--- config.mk ---
export PLATFORM = sky130hd
export DESIGN_NAME = rns_fwd_conv
export DESIGN_NICKNAME = d
export VERILOG_FILES = /design/src/rtl/rns_fwd_conv.sv
export SDC_FILE = /design/constraint.sdc
export NUM_CORES = 1
export LEC_CHECK = 0
export BUFFER_PORTS_ARGS = -buffer_cell sky130_fd_sc_hd__buf_2
export CORE_ASPECT_RATIO = 0.5
export CORE_UTILIZATION = 50
export CTS_CLUSTER_DIAMETER = 100
export DETAILED_ROUTE_END_ITERATION = 6
export GPL_TIMING_DRIVEN = 0
export PLACE_DENSITY = 0.71
export SYNTH_ARGS = -nofsm -noshare
export SYNTH_HDL_FRONTEND = slang
export SYNTH_SLANG_ARGS = --single-unit
export TNS_END_PERCENT = 30
--- constraint.sdc ---
create_clock -name clk -period 6 [get_ports clk]
set_clock_uncertainty 0.05 [all_clocks]
set_input_delay 0.6 -clock clk [delete_from_list [all_inputs] [get_ports clk]]
set_output_delay 0.6 -clock clk [all_outputs]
set_load 0.02 [all_outputs]
--- src/rtl/rns_fwd_conv.sv ---
`timescale 1ns/1ps
// Sequential binary-to-residue converter for moduli {2^N-1, 2^N, 2^N+1, 2^(N+1)-1}.
// It consumes the operand MSB-first, one N-bit chunk per clock, and returns R1..R4 over valid/ready.
module rns_fwd_conv #(
    parameter int N      = 8,
    parameter int DATA_W = 64
) (
    input  logic              clk,
    input  logic              rst,
    input  logic              in_valid,
    output logic              in_ready,
    input  logic [DATA_W-1:0] x,
    output logic              out_valid,
    input  logic              out_ready,
    output logic [N-1:0]      r1,
    output logic [N-1:0]      r2,
    output logic [N:0]        r3,
    output logic [N:0]        r4,
    output logic              busy
);
    localparam int K     = DATA_W / N;
    localparam int CNT_W = $clog2(K + 1);
    localparam logic [CNT_W-1:0] LAST = CNT_W'(K - 1);
    localparam logic [N:0]       M1   = {1'b0, {N{1'b1}}};
    localparam logic [N:0]       M3   = {1'b1, {(N-1){1'b0}}, 1'b1};
    localparam logic [N+1:0]     M4   = {1'b0, {(N+1){1'b1}}};

    typedef enum logic [1:0] {IDLE, RUN, DONE} state_t;

    state_t            state_reg;
    logic [DATA_W-1:0] sreg_reg;
    logic [CNT_W-1:0]  cnt_reg;
    logic [N-1:0]      a1_reg;
    logic [N:0]        a3_reg;
    logic [N:0]        a4_reg;

    logic [N-1:0]      b;
    logic [N:0]        s1;
    logic [N:0]        rot4;
    logic [N+1:0]      s4;
    logic [N-1:0]      a1_next;
    logic [N-1:0]      a2_next;
    logic [N:0]        a3_next;
    logic [N:0]        a4_next;

    // Horner step a <- a*2^N + b in each modulus; every sum is one bit wider and
    // a single conditional subtraction keeps the residue canonical.
    always_comb begin
        b       = sreg_reg[DATA_W-1 -: N];
        s1      = {1'b0, a1_reg} + {1'b0, b};
        a1_next = (s1 >= M1) ? (s1[N-1:0] - M1[N-1:0]) : s1[N-1:0];
        a2_next = b;
        // 2^N = -1 mod 2^N+1, so the step becomes b - a3
        a3_next = ({1'b0, b} >= a3_reg) ? ({1'b0, b} - a3_reg)
                                        : ({1'b0, b} + M3 - a3_reg);
        // 2^N * a4 mod 2^(N+1)-1 is a right rotation by one over N+1 bits
        rot4    = {a4_reg[0], a4_reg[N:1]};
        s4      = {1'b0, rot4} + {2'b00, b};
        a4_next = (s4 >= M4) ? (s4[N:0] - M4[N:0]) : s4[N:0];
    end

    assign in_ready = (state_reg == IDLE);
    assign busy     = (state_reg != IDLE);

    always_ff @(posedge clk) begin
        if (rst) begin
            state_reg <= IDLE;
            sreg_reg  <= '0;
            cnt_reg   <= '0;
            a1_reg    <= '0;
            a3_reg    <= '0;
            a4_reg    <= '0;
            out_valid <= 1'b0;
            r1        <= '0;
            r2        <= '0;
            r3        <= '0;
            r4        <= '0;
        end else begin
            case (state_reg)
                IDLE: begin
                    if (in_valid) begin
                        sreg_reg  <= x;
                        cnt_reg   <= '0;
                        a1_reg    <= '0;
                        a3_reg    <= '0;
                        a4_reg    <= '0;
                        state_reg <= RUN;
                    end
                end
                RUN: begin
                    sreg_reg <= sreg_reg << N;
                    cnt_reg  <= cnt_reg + 1'b1;
                    a1_reg   <= a1_next;
                    a3_reg   <= a3_next;
                    a4_reg   <= a4_next;
                    if (cnt_reg == LAST) begin
                        r1        <= a1_next;
                        r2        <= a2_next;
                        r3        <= a3_next;
                        r4        <= a4_next;
                        out_valid <= 1'b1;
                        state_reg <= DONE;
                    end
                end
                DONE: begin
                    if (out_ready) begin
                        out_valid <= 1'b0;
                        state_reg <= IDLE;
                    end
                end
                default: state_reg <= IDLE;
            endcase
        end
    end
endmodule

==> impl_results.md, run 1 <==
* Tmin final at approximately 3.4 ns
* Final #Nets at 1235
* All-Layer GR Usage at 28.5%
* Crit path arrival time at between 3 and 4 ns
* Critical Path Slowest Stage Cell: xor2_1
* Number of enable flip-flop cells after synthesis at 0
* Seq/Total Area, Yosys at about a third
* Skew-Pair Late Insertion Delay at between 0.4 and 0.5 ns
* Ys flop type: dfxtp_1
* Setup violations, final at 0
* Vias in the first global route at 7016
* PostCTS Resize Cnt at 0
* Max reg flops at 64
* CP cell instances: ha_1, fa_1, a21o_1, a221oi_2, xor2_1, nor4_4, a21oi_2, buf_6, mux2i_1, a211oi_1
* TritonCTS Buffers at 17
* Die Height at roughly 90 um
* Slew HR at 45.4%
* # H-tree levels at 4
* Post-Synthesis Cells at roughly 1000
* Buffers on Ports at 104
* Worst Setup End Kind: flip-flop
* Max IR drop VDD at between 0.2 and 0.25 mV
* Fin util at approximately three fifths
* Syn. warnings at 0
* WL final at 22000 um
* FMAX at between 0.2 and 0.3 GHz
* Initial drt markers at approximately 600
* Core area at between 10000 and 15000 um^2
* Clk slew on worst S/H paths at 0.06 ns
* Gpl congestion at around 0.92
* FP Rows at 31
* Setup TNS Final at 0 ns
* RSZ-0062 raised after global routing: false
* Startpoint types: flip-flop
* GR Overflow Total at 0
* Cell Pwr Density at roughly 320 nW/um^2
* Die width at approximately 180 um
* Max cap viols at 0
* Share of layout cells above drive strength 1 at between 10% and 20%
* Hold Buf Count CTS at 0
* Synth Register Bits at 131
* Initial Util at between 50% and 60%
* Remaining antenna violation count at 0
* Period utilization at about 57%
* Total power at between 2 and 3 mW
* Initial DRT Pass Iterations at 5
* Mean post-synth cell area at approximately 7.6 um^2
* I/O Pins at around 110
* Yosys cell types at 65
* Clock sink total at approximately 130
* Vias at between 7000 and 8000
* DRC Markers at 0
* Worst R2R Setup Slack at between 2 and 3 ns
* Crit Path Class: flip-flop to flip-flop
* Vias per cell at 5.69
* Area delta synth->final at 18.3%
* Die area at 15800 um^2
* Post-CTS Repair Setup Buffers at 0
* Drt wl/cell at roughly 16 um
* WP data required at just over 6 ns
* Final Hold Viols at 0
* Leak at 3.93 nW
* Critical path peak fanout at 10
* DPL Wire Length at 16200 um
* Status: complete, no violations
* Pins Over Slew Limit at 0
* Mapped Nets at roughly 1100
* Clock Path Buffers at 2
* Worst hold slack at 0.379 ns
* Asr flop ratio synth at 0%
* Worst-Margin Slew at 0.816 ns
* First-pass GRT wire length at between 30000 and 40000 um
* Largest net degree at the start of global routing at 17
* Post-Syn Area at roughly 7600 um^2
* Hold Path Class: input pin to flip-flop
* CTS tree: yes
* Root Buffer: clkbuf_16
* Antenna violations before repair at 2
* Critical Path Max Stage Delay at about 0.49 ns
## cells in the mapped netlist, types with 9 or more instances
master	instances	area share, %
nor2b_1	59	4.8
nor2_1	208	10
nor3_1	65	4.3
fa_1	9	2.4
a21o_1	12	1.2
xor2_1	17	2.0
a21oi_1	88	5.8
o21ai_0	13	0.85
dfxtp_1	131	34
buf_1	9	0.44
inv_1	36	1.8
clkbuf_1	54	2.7
o21ai_1	16	1.0
a22oi_1	13	1.3
nand3_1	19	1.2
a211oi_1	21	2.1
xnor2_1	10	1.1
ha_1	37	6.1
or3_1	10	0.82
nand2_1	46	2.3
## metrics by stage
step / area [um^2] / setup slack (ns) / cells
after global routing: 9020 / 2.47 / 1331
after detailed placement: 8400 / 2.71 / 1300
after global placement: 8400 / 2.73 / 1300
after floorplan: 7630 / 3.06 / 998
after CTS: 9020 / 2.68 / 1331
final: 9030 / 2.61 / 1332
## layout make-up
class	instances	area, um^2
diodes	1	2.50
plain buffers	65	259
clock buffers	19	443
clock inverters	12	180
fillers	1326	5670
inverters	36	135
multi-input cells	766	4620
flip-flops and latches	131	2620
well taps	198	248
repair buffers	104	520
## power breakdown
| group | internal [mW] | switching [mW] | total, mW |
|---|---|---|---|
| combinational | 0.331 | 0.490 | 0.821 |
| clock | 0.707 | 0.407 | 1.11 |
| sequential | 0.935 | 0.0555 | 0.991 |
| total | 1.97 | 0.952 | 2.92 |
## cells by family (layout without fill, tap and decap cells)
logic type	after synthesis	after routing	share of synthesized area [%]
mux	11	11	1.49
simple gates	462	462	28.8
compound gates	220	220	18.6
buf+inv	101	236	5.16
xor+xnor	27	27	3.10
other cells	0	1	0
fa+ha+maj	46	46	8.42
flops	131	131	34.4
## worst max-delay path, delay by kind of cell, from the launching register on
family | cells | cell delay, ns
adders and majority gates | 2 | 0.74
xor gates and xnor gates | 1 | 0.49
muxes | 1 | 0.41
buffers and inverters | 1 | 0.19
and+or+nand+nor | 1 | 0.08
DFF | 1 | 0.37
AOI/OAI and AO/OA | 4 | 0.92
## layer usage
layer	track usage (%)	vias up	wire, um
met5	0	-	8
met4	8.78	2	363
met3	6.34	31	1610
met2	46.7	264	9940
met1	37.8	3561	10100
li1	-	3719	-
## worst paths after layout
check / startpoint / end / cells past startpoint
setup / recovery: sreg_reg[56] / r4[1] / 10
hold / removal: x[2] / sreg_reg[2] / 3
hold reg to reg: r1[4] / r1[4] / 2
setup reg to reg: sreg_reg[56] / r4[1] / 10
## cells in the final DEF (no fill, tap or decap), drive strengths merged, types with 8 or more instances in the layout
cell	instances
a21o	13
ha	37
a21oi	89
xnor2	10
or3	10
nand2	46
nand3	19
clkbuf	73
nor3	65
nor2b	59
nor4	9
mux2i	8
a211oi	22
buf	115
a22oi	13
xor2	17
o21ai	29
nor2	208
fa	9
inv	38
dfxtp	131
No activity file was read; power rests on OpenSTA's default activity.
==> run 2, diff against run 1 <==
--- a/config.mk
+++ b/config.mk
@@ -11,7 +11,7 @@
 export CTS_CLUSTER_DIAMETER = 100
 export DETAILED_ROUTE_END_ITERATION = 6
 export GPL_TIMING_DRIVEN = 0
-export PLACE_DENSITY = 0.71
+export PLACE_DENSITY = 0.74
 export SYNTH_ARGS = -nofsm -noshare
 export SYNTH_HDL_FRONTEND = slang
 export SYNTH_SLANG_ARGS = --single-unit
==> constraint.sdc (replaced) <==
create_clock -name clk -period 2.8 [get_ports clk]
set_clock_uncertainty 0.05 [all_clocks]
set_input_delay 0.28 -clock clk [delete_from_list [all_inputs] [get_ports clk]]
set_output_delay 0.28 -clock clk [all_outputs]
set_load 0.02 [all_outputs]
==> impl_results.md, run 2 (synthesis results as in run 1) <==
* Antenna violations before repair at 2
* Setup TNS Final at -0.927 ns
* DRC Markers at 0
* Gpl congestion at between 0.9 and 1
* Vias in the first global route at 7079
* Fin util at a little over three fifths
* Cell Pwr Density at between 600 and 700 nW/um^2
* Sequential Area at 2640 um^2
* Clock sink total at about 130
* Tmin final at roughly 2.9 ns
* FP Rows at 31
* FMAX at ~0.34 GHz
* CP delay by family, top: simple AND/OR/NAND/NOR gates
* Pins Over Slew Limit at 0
* Vias per cell at between 5 and 6
* RSZ-0062 raised after global routing: true
* Sequential power share at 34.3%
* TritonCTS Buffers at 17
* Clk slew on worst S/H paths at ~0.06 ns
* Total power at ~6.2 mW
* Startpoint types: flip-flop
* Die area at roughly 16000 um^2
* WL final at approximately 23000 um
* Share of layout cells above drive strength 1 at 18.4%
* Critical Path Max Stage Delay at approximately 0.57 ns
* Initial DRT Pass Iterations at 6
* Slew HR at a little under half
* Core area at approximately 15000 um^2
* Vias at between 7000 and 8000
* CP Buf/Inv Count at 2
* CP cell instances: ha_4, fa_2, ha_4, inv_2, or3_4, nor4_4, a21oi_4, buf_6, or4_4, nand3_2
* CTS tree: yes
* Leak at approximately 4 nW
* Switching share of power at roughly a third
* All-Layer GR Usage at between 20% and 30%
* Drt wl/cell at approximately 17 um
* Critical Path Slowest Stage Cell: fa_2
* GR Overflow Total at 0
* Violated checks: negative setup slack
* WP data required at 3.11 ns
* Worst hold slack at 0.0505 ns
* Crit Path Class: flip-flop to flip-flop
* Clock Path Buffers at 2
* Status: finished, violations left
* Psw at 2.15 mW
* Remaining antenna violation count at 0
* Most frequent CP cell: ha_4
* Worst Setup End Kind: flip-flop
* Critical path peak fanout at 7
* Setup violations, final at 15
* Most common cell after layout, fill and taps aside: nor2_1
* Area delta synth->final at 21.9%
* Power Internal at about 4 mW
* Final Hold Viols at 0
* Die Height at just under 90 um
* Die width at 177 um
* Buffers on Ports at 104
* I/O Pins at approximately 110
* DPL Wire Length at between 15000 and 20000 um
* PnR worst setup slack at -0.126 ns
* Max IR drop VDD at between 0.3 and 0.4 mV
* Worst-Margin Slew at roughly 0.8 ns
* First-pass GRT wire length at between 30000 and 40000 um
* Clock share of power at 34.8%
* Period utilization at 105%
* Final #Nets at between 1000 and 1500
* Logic pwr share at 30.9%
* Initial Util at 51.9%
* Largest net degree at the start of global routing at 17
* Root Buffer: clkbuf_16
* Max cap viols at 0
* Initial drt markers at between 600 and 700
* Fillers at 1276
* Crit path arrival time at about 3.2 ns
* Area of the multi-input gates at just under 5000 um^2
* # H-tree levels at 4
* Most frequent cells in the layout: nor2_1 (207), dfxtp_1 (124), buf_2 (104), a21oi_1 (87), nor3_1 (63)
* Skew-Pair Late Insertion Delay at approximately 0.43 ns
* Hold Path Class: input pin to flip-flop
* Max reg flops at 64
run 2: changes by cell type in the layout (fill, tap and decap cells not counted), moves of 4 or more:
cell	delta
buf_4	+14
dfxtp_1	-7
clkbuf_1	-4
dfxtp_4	+4
ha_1	-4
xor2_1	-4
xor2_2	+4
run 2: worst min-delay path: stages:
cell	delay (ns)
buf_2	0.08
a22oi_1	0.05
nor2_1	0.07
run 2: what timing repair did:
item / 4_1_cts / 5_1_grt
hold buffers: 0 / 0
buffers inserted: 12 / 1
resized for setup: 30 / 29
endpoints found under the setup margin: 46 / 42
pin swaps: 18 / 10
run 2: worst paths after layout:
path	startpoint	endpoint	slack, ns	cells past startpoint
worst max-delay path	sreg_reg[56]	a4_reg[3]	-0.13	10
worst min-delay path	x[3]	sreg_reg[3]	0.05	3
worst max register to register	sreg_reg[56]	a4_reg[3]	-0.13	10
worst min register to register	r2[5]	r2[5]	0.40	2
run 2: per-layer routing:
metal | wire (um) | vias up | GRT usage, %
li1 | - | 3724 | -
met1 | 9940 | 3596 | 38.0
met2 | 10100 | 335 | 47.6
met3 | 1950 | 71 | 5.99
met4 | 686 | 2 | 11.0
met5 | 13 | - | 0
run 2: cell type report:
| class | count | area share, % |
|---|---|---|
| Clock buffer | 18 | 4.72 |
| Tap cell | 198 | 2.66 |
| Buffer | 65 | 2.89 |
| Antenna cell | 1 | 0.0269 |
| Sequential cell | 131 | 28.4 |
| Timing Repair Buffer | 117 | 6.64 |
| Clock inverter | 14 | 1.40 |
| Multi-Input combinational cell | 766 | 51.8 |
| Inverter | 36 | 1.45 |
run 2: stage by stage:
step           instances  setup slack (ns)  instance area [um^2]
3_5_place_dp        1300            -0.470                  8410
3_3_place_gp        1300            -0.407                  8410
2_1_floorplan        998           0.00675                  7640
5_1_grt             1345            -0.219                  9310
4_1_cts             1344           -0.0568                  9190
6_report            1346            -0.126                  9310
run 2: power groups by stage:
stage	Clock, mW	Sequential, mW	Combinational, mW
final	2.16	2.13	1.92
after floorplan	0	2.12	1.31
after global placement	0	2.15	1.65
after global routing	2.25	2.14	2.09
after detailed placement	0	2.16	1.70
after CTS	2.17	2.12	1.79
